File: src/rtl/anc_pkg.sv
// Shared types for the ANC sample aligner: sample width, aligned frame, FSM states.
// Also holds the saturating-counter helpers that the aligner and its counters use.
package anc_pkg;

  localparam int SAMPLE_W = 16;

  typedef struct packed {
    logic signed [SAMPLE_W-1:0] x;
    logic signed [SAMPLE_W-1:0] e;
    logic signed [SAMPLE_W-1:0] a;
  } frame_t;

  typedef enum logic [1:0] {
    ST_IDLE    = 2'd0,
    ST_COLLECT = 2'd1,
    ST_PUSH    = 2'd2
  } state_e;

  function automatic logic [1:0] popcnt3(input logic [2:0] v);
    return {1'b0, v[0]} + {1'b0, v[1]} + {1'b0, v[2]};
  endfunction

  function automatic logic [7:0] sat_add8(input logic [7:0] v, input logic [1:0] inc);
    logic [8:0] s;
    s = {1'b0, v} + {7'b0, inc};
    return s[8] ? 8'hFF : s[7:0];
  endfunction

endpackage

File: src/rtl/anc_frame_fifo.sv
// Sync show-ahead frame FIFO; head visible combinationally, write/read same edge allowed even when full.
// Backpressure: caller only writes when !full or reading, and only reads when !empty.
import anc_pkg::*;

module anc_frame_fifo #(
  parameter int DEPTH = 4
) (
  input  logic   clk,
  input  logic   rst_n,
  input  logic   wr_vld,
  input  frame_t wr_dat,
  input  logic   rd_rdy,
  output frame_t rd_dat,
  output logic   full,
  output logic   empty
);

  localparam int AW = $clog2(DEPTH);

  frame_t        mem [DEPTH];
  logic [AW:0]   wr_ptr;
  logic [AW:0]   rd_ptr;

  // Extra MSB on each pointer distinguishes full from empty after wrap.
  assign empty  = (wr_ptr == rd_ptr);
  assign full   = (wr_ptr[AW] != rd_ptr[AW]) && (wr_ptr[AW-1:0] == rd_ptr[AW-1:0]);
  assign rd_dat = mem[rd_ptr[AW-1:0]];

  always_ff @(posedge clk) begin
    if (!rst_n) begin
      wr_ptr <= '0;
      rd_ptr <= '0;
    end else begin
      if (wr_vld) wr_ptr <= wr_ptr + 1'b1;
      if (rd_rdy) rd_ptr <= rd_ptr + 1'b1;
    end
  end

  always_ff @(posedge clk) begin
    if (wr_vld) mem[wr_ptr[AW-1:0]] <= wr_dat;
  end

endmodule

File: src/rtl/anc_sample_aligner.sv
// Aligns x/e/a channel strobes into frames; 2-cycle strobe-to-in_valid latency, FIFO-full stalls in PUSH.
// Backpressure via controller_ready; skew timeout compiled only with ANC_ALIGN_TIMEOUT_EN.
import anc_pkg::*;

module anc_sample_aligner #(
  parameter int FIFO_DEPTH = 4,
  parameter int TIMEOUT    = 64
) (
  input  logic                       clk,
  input  logic                       rst_n,
  input  logic                       init_done,
  input  logic                       x_valid,
  input  logic                       e_valid,
  input  logic                       a_valid,
  input  logic signed [SAMPLE_W-1:0] x_data,
  input  logic signed [SAMPLE_W-1:0] e_data,
  input  logic signed [SAMPLE_W-1:0] a_data,
  input  logic                       controller_ready,
  output logic                       in_valid,
  output logic signed [SAMPLE_W-1:0] x_out,
  output logic signed [SAMPLE_W-1:0] e_out,
  output logic signed [SAMPLE_W-1:0] a_out,
  input  logic                       cnt_clr,
  output logic [7:0]                 ovr_cnt,
  output logic [7:0]                 skew_cnt
);

  state_e     state_q, state_d;
  logic [2:0] full_q, full_d;
  frame_t     hold_q, hold_d;
  logic [2:0] stb;
  logic [2:0] ovr_hits;
  logic       push, pop, fifo_full, fifo_empty, timeout;
  frame_t     head;

  assign stb      = {x_valid, e_valid, a_valid};
  assign in_valid = ~fifo_empty;
  assign pop      = in_valid & controller_ready;
  assign x_out    = fifo_empty ? '0 : head.x;
  assign e_out    = fifo_empty ? '0 : head.e;
  assign a_out    = fifo_empty ? '0 : head.a;

  always_ff @(posedge clk) begin
    if (!rst_n) begin
      state_q <= ST_IDLE;
      full_q  <= 3'b000;
      hold_q  <= '0;
    end else begin
      state_q <= state_d;
      full_q  <= full_d;
      hold_q  <= hold_d;
    end
  end

  always_comb begin
    state_d  = state_q;
    full_d   = full_q;
    hold_d   = hold_q;
    push     = 1'b0;
    ovr_hits = 3'b000;
    if (!init_done || timeout) begin
      full_d = 3'b000;
    end else begin
      // A same-edge pop frees the slot this push lands in.
      if (state_q == ST_PUSH && (!fifo_full || pop)) begin
        push   = 1'b1;
        full_d = 3'b000;
      end
      ovr_hits = stb & full_q;
      if (stb[2] && !full_q[2]) begin
        hold_d.x  = x_data;
        full_d[2] = 1'b1;
      end
      if (stb[1] && !full_q[1]) begin
        hold_d.e  = e_data;
        full_d[1] = 1'b1;
      end
      if (stb[0] && !full_q[0]) begin
        hold_d.a  = a_data;
        full_d[0] = 1'b1;
      end
    end
    if (&full_d)      state_d = ST_PUSH;
    else if (|full_d) state_d = ST_COLLECT;
    else              state_d = ST_IDLE;
  end

  anc_frame_fifo #(
    .DEPTH (FIFO_DEPTH)
  ) u_fifo (
    .clk    (clk),
    .rst_n  (rst_n),
    .wr_vld (push),
    .wr_dat (hold_q),
    .rd_rdy (pop),
    .rd_dat (head),
    .full   (fifo_full),
    .empty  (fifo_empty)
  );

  always_ff @(posedge clk) begin
    if (!rst_n || cnt_clr) ovr_cnt <= 8'd0;
    else                   ovr_cnt <= sat_add8(ovr_cnt, popcnt3(ovr_hits));
  end

`ifdef ANC_ALIGN_TIMEOUT_EN
  localparam int TW = $clog2(TIMEOUT) + 1;

  logic [TW-1:0] timer_q;
  logic          skew_inc;

  // Timer restarts on every entry to COLLECT and only runs while there.
  always_ff @(posedge clk) begin
    if (!rst_n || state_q != ST_COLLECT) timer_q <= '0;
    else                                 timer_q <= timer_q + TW'(1);
  end

  assign timeout  = (state_q == ST_COLLECT) && (timer_q == TW'(TIMEOUT - 1));
  assign skew_inc = init_done & timeout;

  always_ff @(posedge clk) begin
    if (!rst_n || cnt_clr) skew_cnt <= 8'd0;
    else                   skew_cnt <= sat_add8(skew_cnt, {1'b0, skew_inc});
  end
`else
  logic timeout_unused;

  assign timeout_unused = (TIMEOUT > 0);
  assign timeout        = 1'b0;
  assign skew_cnt       = 8'd0;
`endif

endmodule

File: config.mk
export PLATFORM = sky130hd
export DESIGN_NAME = anc_sample_aligner
export DESIGN_NICKNAME = d
export VERILOG_FILES = /design/src/rtl/anc_pkg.sv /design/src/rtl/anc_frame_fifo.sv /design/src/rtl/anc_sample_aligner.sv
export SDC_FILE = /design/constraint.sdc
export NUM_CORES = 1
export LEC_CHECK = 0
export ABC_AREA = 1
export BUFFER_PORTS_ARGS = -buffer_cell sky130_fd_sc_hd__buf_2
export CAP_MARGIN = 20
export CORE_MARGIN = 8
export CORE_UTILIZATION = 63
export CTS_BUF_LIST = sky130_fd_sc_hd__clkbuf_4 sky130_fd_sc_hd__clkbuf_8
export CTS_CLUSTER_SIZE = 14
export DETAILED_ROUTE_END_ITERATION = 10
export PLACE_DENSITY = 0.85
export SETUP_SLACK_MARGIN = 0.5
export SLEW_MARGIN = 20
export SYNTH_ARGS = -nofsm -noshare
export SYNTH_HDL_FRONTEND = slang
export SYNTH_SLANG_ARGS = --single-unit
File: constraint.sdc
create_clock -name clk -period 5.7 [get_ports clk]
set_input_delay 1.14 -clock clk [delete_from_list [all_inputs] [get_ports clk]]
set_output_delay 1.14 -clock clk [all_outputs]
set_load 0.02 [all_outputs]
## Word-level counts from Yosys, hierarchy flattened

Memories as Yosys holds them, arrays and structs flattened. A register that Yosys moved wholly into a read port is not among the register bits.
Index checks and enable logic that the tools add are counted.
W data, S select, Z words.

| storage, ports and cells | value |
|---|---|
| memories kept | 1 |
| memory bits (writable) | 192 |
| output and inout port bits | 65 |
| logic and storage cells | 59 |
| bits of input ports | 56 |
| bits in registers | 67 |

| operators by class | value |
|---|---|
| bitwise gates (word level) | 4 |
| reduce and logical (&&, ||, !) cells | 18 |
| muxes and demuxes | 18 |
| $add $sub $neg | 5 |
| equality and inequality tests | 4 |

Memory list:

| name | words | width | rd ports | clocked after Yosys merged registers in | write ports | RTL line | RTL |
|---|---|---|---|---|---|---|---|
| u_fifo.mem | 4 | 48 | 1 | 1 | 1 | anc_frame_fifo.sv:20 | `frame_t mem [DEPTH];` |

Operators by type and width:

| kind | count |
|---|---|
| $mux W16 | 3 |
| $add A8 B2 Y9 | 1 |
| $mux W3 | 3 |
| $mux W1 | 8 |
| $mux W8 | 1 |
| $add A3 B1 Y3 const B | 2 |
| $mux W2 | 3 |
| $reduce_and A2 Y1 | 3 |
| $logic_and A1 B1 Y1 | 5 |
| $logic_not A1 Y1 | 5 |
| $and A3 B3 Y3 | 1 |
| $eq A3 B3 Y1 | 1 |
| $reduce_and A3 Y1 | 1 |
| $reduce_or A3 Y1 | 1 |
| $add A1 B1 Y2 | 1 |
| $add A2 B1 Y2 | 1 |
| $eq A2 B2 Y1 | 1 |
| $eq A2 B2 Y1 const B | 1 |
| $logic_or A1 B1 Y1 | 2 |
| $not A1 Y1 | 2 |
| $reduce_or A2 Y1 | 1 |
| $and A1 B1 Y1 | 1 |
| $ne A1 B1 Y1 | 1 |

## Longest topological paths before layout

| depth | value |
|---|---|
| depth in word-level cells | 11 |
| depth in mapped cells | 13 |
| depth with buffers taken out | 13 |

## By module

A second synthesis with hierarchy kept.

| second synthesis, totals | value |
|---|---|
| cell total of the unflattened synthesis | 1041 |
| area, all modules | 10875.4 um^2 |

By module, submodules not included:

| module | cells each | area an instance (um^2) | seq. area each (um^2) | times used |
|---|---|---|---|---|
| anc_frame_fifo | 614 | 7951.4 | 5925.7 | 1 |
| anc_sample_aligner | 427 | 2924.1 | 1221.2 | 1 |

## Least setup slack after synthesis

Ideal clock, no wire load.

| timing path | value |
|---|---|
| kind | input to register |
| start | in controller_ready |
| end | mem u_fifo.mem[0][0] (netlist name) (enable) |
| stages | 4 |
| library setup time | 0.454 ns |
| buffers on the path | 0 |
| arrival time | 3.452 ns |
| slack | 1.794 ns |
| required time | 5.246 ns |
| cells stage by stage | nor2_1 > nand2_2 > nand3_2 > nor2_1 |

| on the way | value |
|---|---|
| longest elaborated chain between the ends | 7 |

RTL lines:

| what | RTL line | RTL |
|---|---|---|
| start, declared | anc_sample_aligner.sv:18 | `input logic controller_ready,` |
| $and A1 B1 Y1 | anc_sample_aligner.sv:38 | `assign pop = in_valid & controller_ready;` |
| $logic_or A1 B1 Y1 | anc_sample_aligner.sv:65 | `if (state_q == ST_PUSH && (!fifo_full \|\| pop)) begin` |
| $logic_and A1 B1 Y1 | anc_sample_aligner.sv:65 |  |
| $mux W1 | anc_sample_aligner.sv:65 |  |
| $mux W1 | anc_sample_aligner.sv:61 | `if (!init_done \|\| timeout) begin` |
| $mux W1 | anc_frame_fifo.sv:40 | `if (wr_vld) mem[wr_ptr[AW-1:0]] <= wr_dat;` |
| $mux W1 (not written as such) | anc_frame_fifo.sv:40 |  |
| end, declared | anc_frame_fifo.sv:20 |  |

No other way between the ends.

==> impl_results.md <==
- Critical path peak fanout: 73
- Crit path DAT: 2730 ps
- Buffers & Inverters on Critical Path: 4
- Gpl congestion: 0.7905
- Core footprint: 16,410 µm²
- Die area: 20,940 µm²
- Seq/Total Area, Yosys: 68.47%
- HP Class: flop to flop
- Design Area, Final: 11,920 µm²
- WHS Path Cells: 0
- Kind of cell adding the most delay to the critical path: buffers and inverters
- Ant. Diodes: 0
- Int Power: 0.003150 W
- CTS Buffer Depth: 3
- Critical path class: flop to output pin
- Largest net degree at the start of global routing: 97
- CP cell instances: clkinv_2 -> buf_4 -> nor2_1 -> o32ai_1 -> nand2_1 -> inv_1 -> buf_2
- Non-filler instance count after layout: 1,296
- Drt initial violations: 701
- Root Driver: clkbuf_8
- PortBufs: 112
- Final net count: 1,109
- Wire per inst: 17.18 µm
- Setup_tns: 0 ps
- CTS tree: done
- Die Wd: 144.7 µm
- Gate Count Post-Synth: 932
- First-pass GRT wire length: 35.05 mm
- Initial antenna violation count: 0
- Number of global-route vias before repair: 7,062
- Post-CTS Setup Bufs: 0
- # setup viols final: 0
- Slew Limit Fails: 0
- Worst R2R End: u_fifo.mem[1][23]$_DFFE_PP_
- HPWL Detailed: 12.53 mm
- Seq pwr share: 50.4%
- Rel. slew slack: 26.90%
- Syn_area_per_cell: 11.20 µm²
- CP required: 4560 ps
- CP max-delay cell: clkinv_2
- Via/cell ratio: 5.452
- Reg2reg path depth: 8
- PD cells: 354.1 nW/µm²
- DRT antenna net count: 0
- Clock period minus worst slack: 3867 ps
- H-tree levels: 2
- Logic gate share of total power: 11.3%
- Synthesized area: 10,440 µm²
- Leakage: 4.918 nW
- Initial Utilization: 63.62%
- Clock power frac: 38.2%
- Hold Path Sink: u_fifo.mem[1][15]$_DFFE_PP_
- Period utilisation layout: 67.84%
- Synth Warn #: 0
- Synth unique cells: 33
- Switching Fraction: 25.37%
- FF-to-FF setup slack: 3010 ps
- Psw: 0.001071 W
- Placed instance count: 1,221
- DRC Markers: 0
- IO Count: 121
- Clk sinks: 261
- Final core occ: 72.65%
- Clk slew on worst S/H paths: 60 ps
- Layout cells sized above 1: 21.56%
- Max cap viols: 0
- Total Power: 0.004221 W
- Hold path startpoint: hold_q[15]$_SDFFE_PN0P_
- Post-DP Area: 11,020 µm²
- CTS Buf Count: 40
- Status: finished clean
- Synth-to-Final Area Change: 14.19%
- VDD IR max: 0.1950 mV
- RSZ-0062 raised after global routing: no
- Maximum clock frequency: 0.2586 GHz
- CTS Hold Bufs: 0
- Worst skew pair latency: 550 ps
- Fillers: 1,065
- Post-CTS sizing: 0
- Core Rows: 47
- Crit. End Element: output pin
- Clk_skew: 28.86 ps
- WL final: 22.26 mm
- Tot GR Track Use: 21.74%
- Worst-margin pin slew: 1097 ps
- Height of the die: 144.7 µm
- Slowest Stage Delay on Critical Path: 740 ps
- CP Launch Type: flop
- Pre-antenna DRT Iters: 5
- Flops & latches, synth: 261
- Worst R2R Start: u_fifo.wr_ptr[0]$_SDFFE_PN0P_
- Fin. Hold Viols: 0
- Vias: 7,066
- Grt ovf: 0
-- logic make-up after synthesis --
family | synth area share, %
AND/OR/NAND/NOR | 13.76
flip-flops | 68.47
AO/OA/AOI/OAI | 9.854
buffers and inverters | 6.318
adder cells (fa/ha/maj) | 1.223
XOR/XNOR | 0.3357
other | 0.03593
-- routing by layer --
| layer | share of wire (%) | wire length (µm) | GRT usage, % |
|---|---|---|---|
| met2 | 48 | 10750 | 36.23 |
| met3 | 8.3 | 1839 | 4.888 |
| met1 | 42 | 9244 | 27.60 |
| met5 | 0 | 0 | 0 |
| met4 | 1.9 | 422 | 7.558 |
-- layout make-up --
class                      instances  area (µm²)  share of cell area [%]
tap                              220       275.3                   2.309
multi-input combinational        542        2690                   22.57
clock buffer                      59       737.0                   6.183
inverter                          80       304.0                   2.551
timing repair buffer             119       633.1                   5.312
sequential                       261        7154                   60.03
clock inverter                    15       125.1                   1.050
-- power by group through the flow --
stage / Sequential [W] / Clock, W / Combinational [W]
after CTS: 0.00213 / 0.00163 / 0.000481
after global placement: 0.00217 / 0 / 0.000468
after global routing: 0.00214 / 0.00171 / 0.000528
final: 0.00213 / 0.00161 / 0.000478
after floorplan: 0.00213 / 0 / 0.000373
after detailed placement: 0.00217 / 0 / 0.000476
-- registers in the layout (all words and copies together), names as in the netlist, named ones only --
register       cells
full_q             3
hold_q            48
ovr_cnt            8
state_q            2
u_fifo.mem       192
u_fifo.rd_ptr      3
u_fifo.wr_ptr      3
-- worst max-delay path by stage --
stage | slack, ps | end | depth (start not counted)
floorplan | 1790 | u_fifo.mem[0][0]$_DFFE_PP_ | 4
global placement | 2310 | ovr_cnt[3]$_SDFF_PP0_ | 14
detailed placement | 2230 | ovr_cnt[3]$_SDFF_PP0_ | 14
CTS | 1770 | e_out[14] | 7
global route | 1630 | x_out[8] | 7
finish | 1830 | e_out[14] | 7
-- synth_stat cells --
cell type	number	area [µm²]
buf_1	3	11.26
fa_1	2	40.04
buf_2	15	75.07
buf_6	11	123.9
a21oi_1	9	45.04
xnor2_1	2	17.52
nand3_1	3	15.01
inv_1	71	266.5
o21ai_1	47	235.2
and3_1	1	6.260
ha_1	7	87.58
conb_1	1	3.750
inv_2	8	30.03
a31oi_1	1	6.260
nor2_1	248	930.9
nor2_4	4	45.04
nor3b_2	1	12.51
nor2_2	12	75.07
edfxtp_1	192	5766
nand2_2	9	56.30
buf_4	12	90.09
nand3_2	1	10.01
dfxtp_1	69	1381
nor3_1	1	5.000
a21oi_2	1	8.760
clkbuf_1	15	56.30
o21ai_0	61	305.3
inv_4	1	6.260
o21a_1	1	7.510
nor3_2	1	10.01
nand2_1	72	270.3
xor2_1	2	17.52
o32ai_1	48	420.4
-- placed cells by master (no fill, tap or decap), types with 9 or more instances in the layout --
master    count
nor2_1      245
edfxtp_1    192
buf_2       112
nand2_1      72
inv_1        71
dfxtp_1      67
o21ai_0      61
o32ai_1      48
o21ai_1      47
clkbuf_8     47
clkbuf_4     12
nor2_2       11
a21oi_1       9
-- stage by stage --
| step | setup slack [ps] | hold slack [ps] |
|---|---|---|
| 3_3_place_gp | 2309 | 473.5 |
| 6_report | 1833 | 484.2 |
| 4_1_cts | 1770 | 480.0 |
| 5_1_grt | 1632 | 504.4 |
| 3_5_place_dp | 2229 | 481.7 |
| 2_1_floorplan | 1794 | 454.9 |
Note: power is estimated with default switching activity, not from simulation.
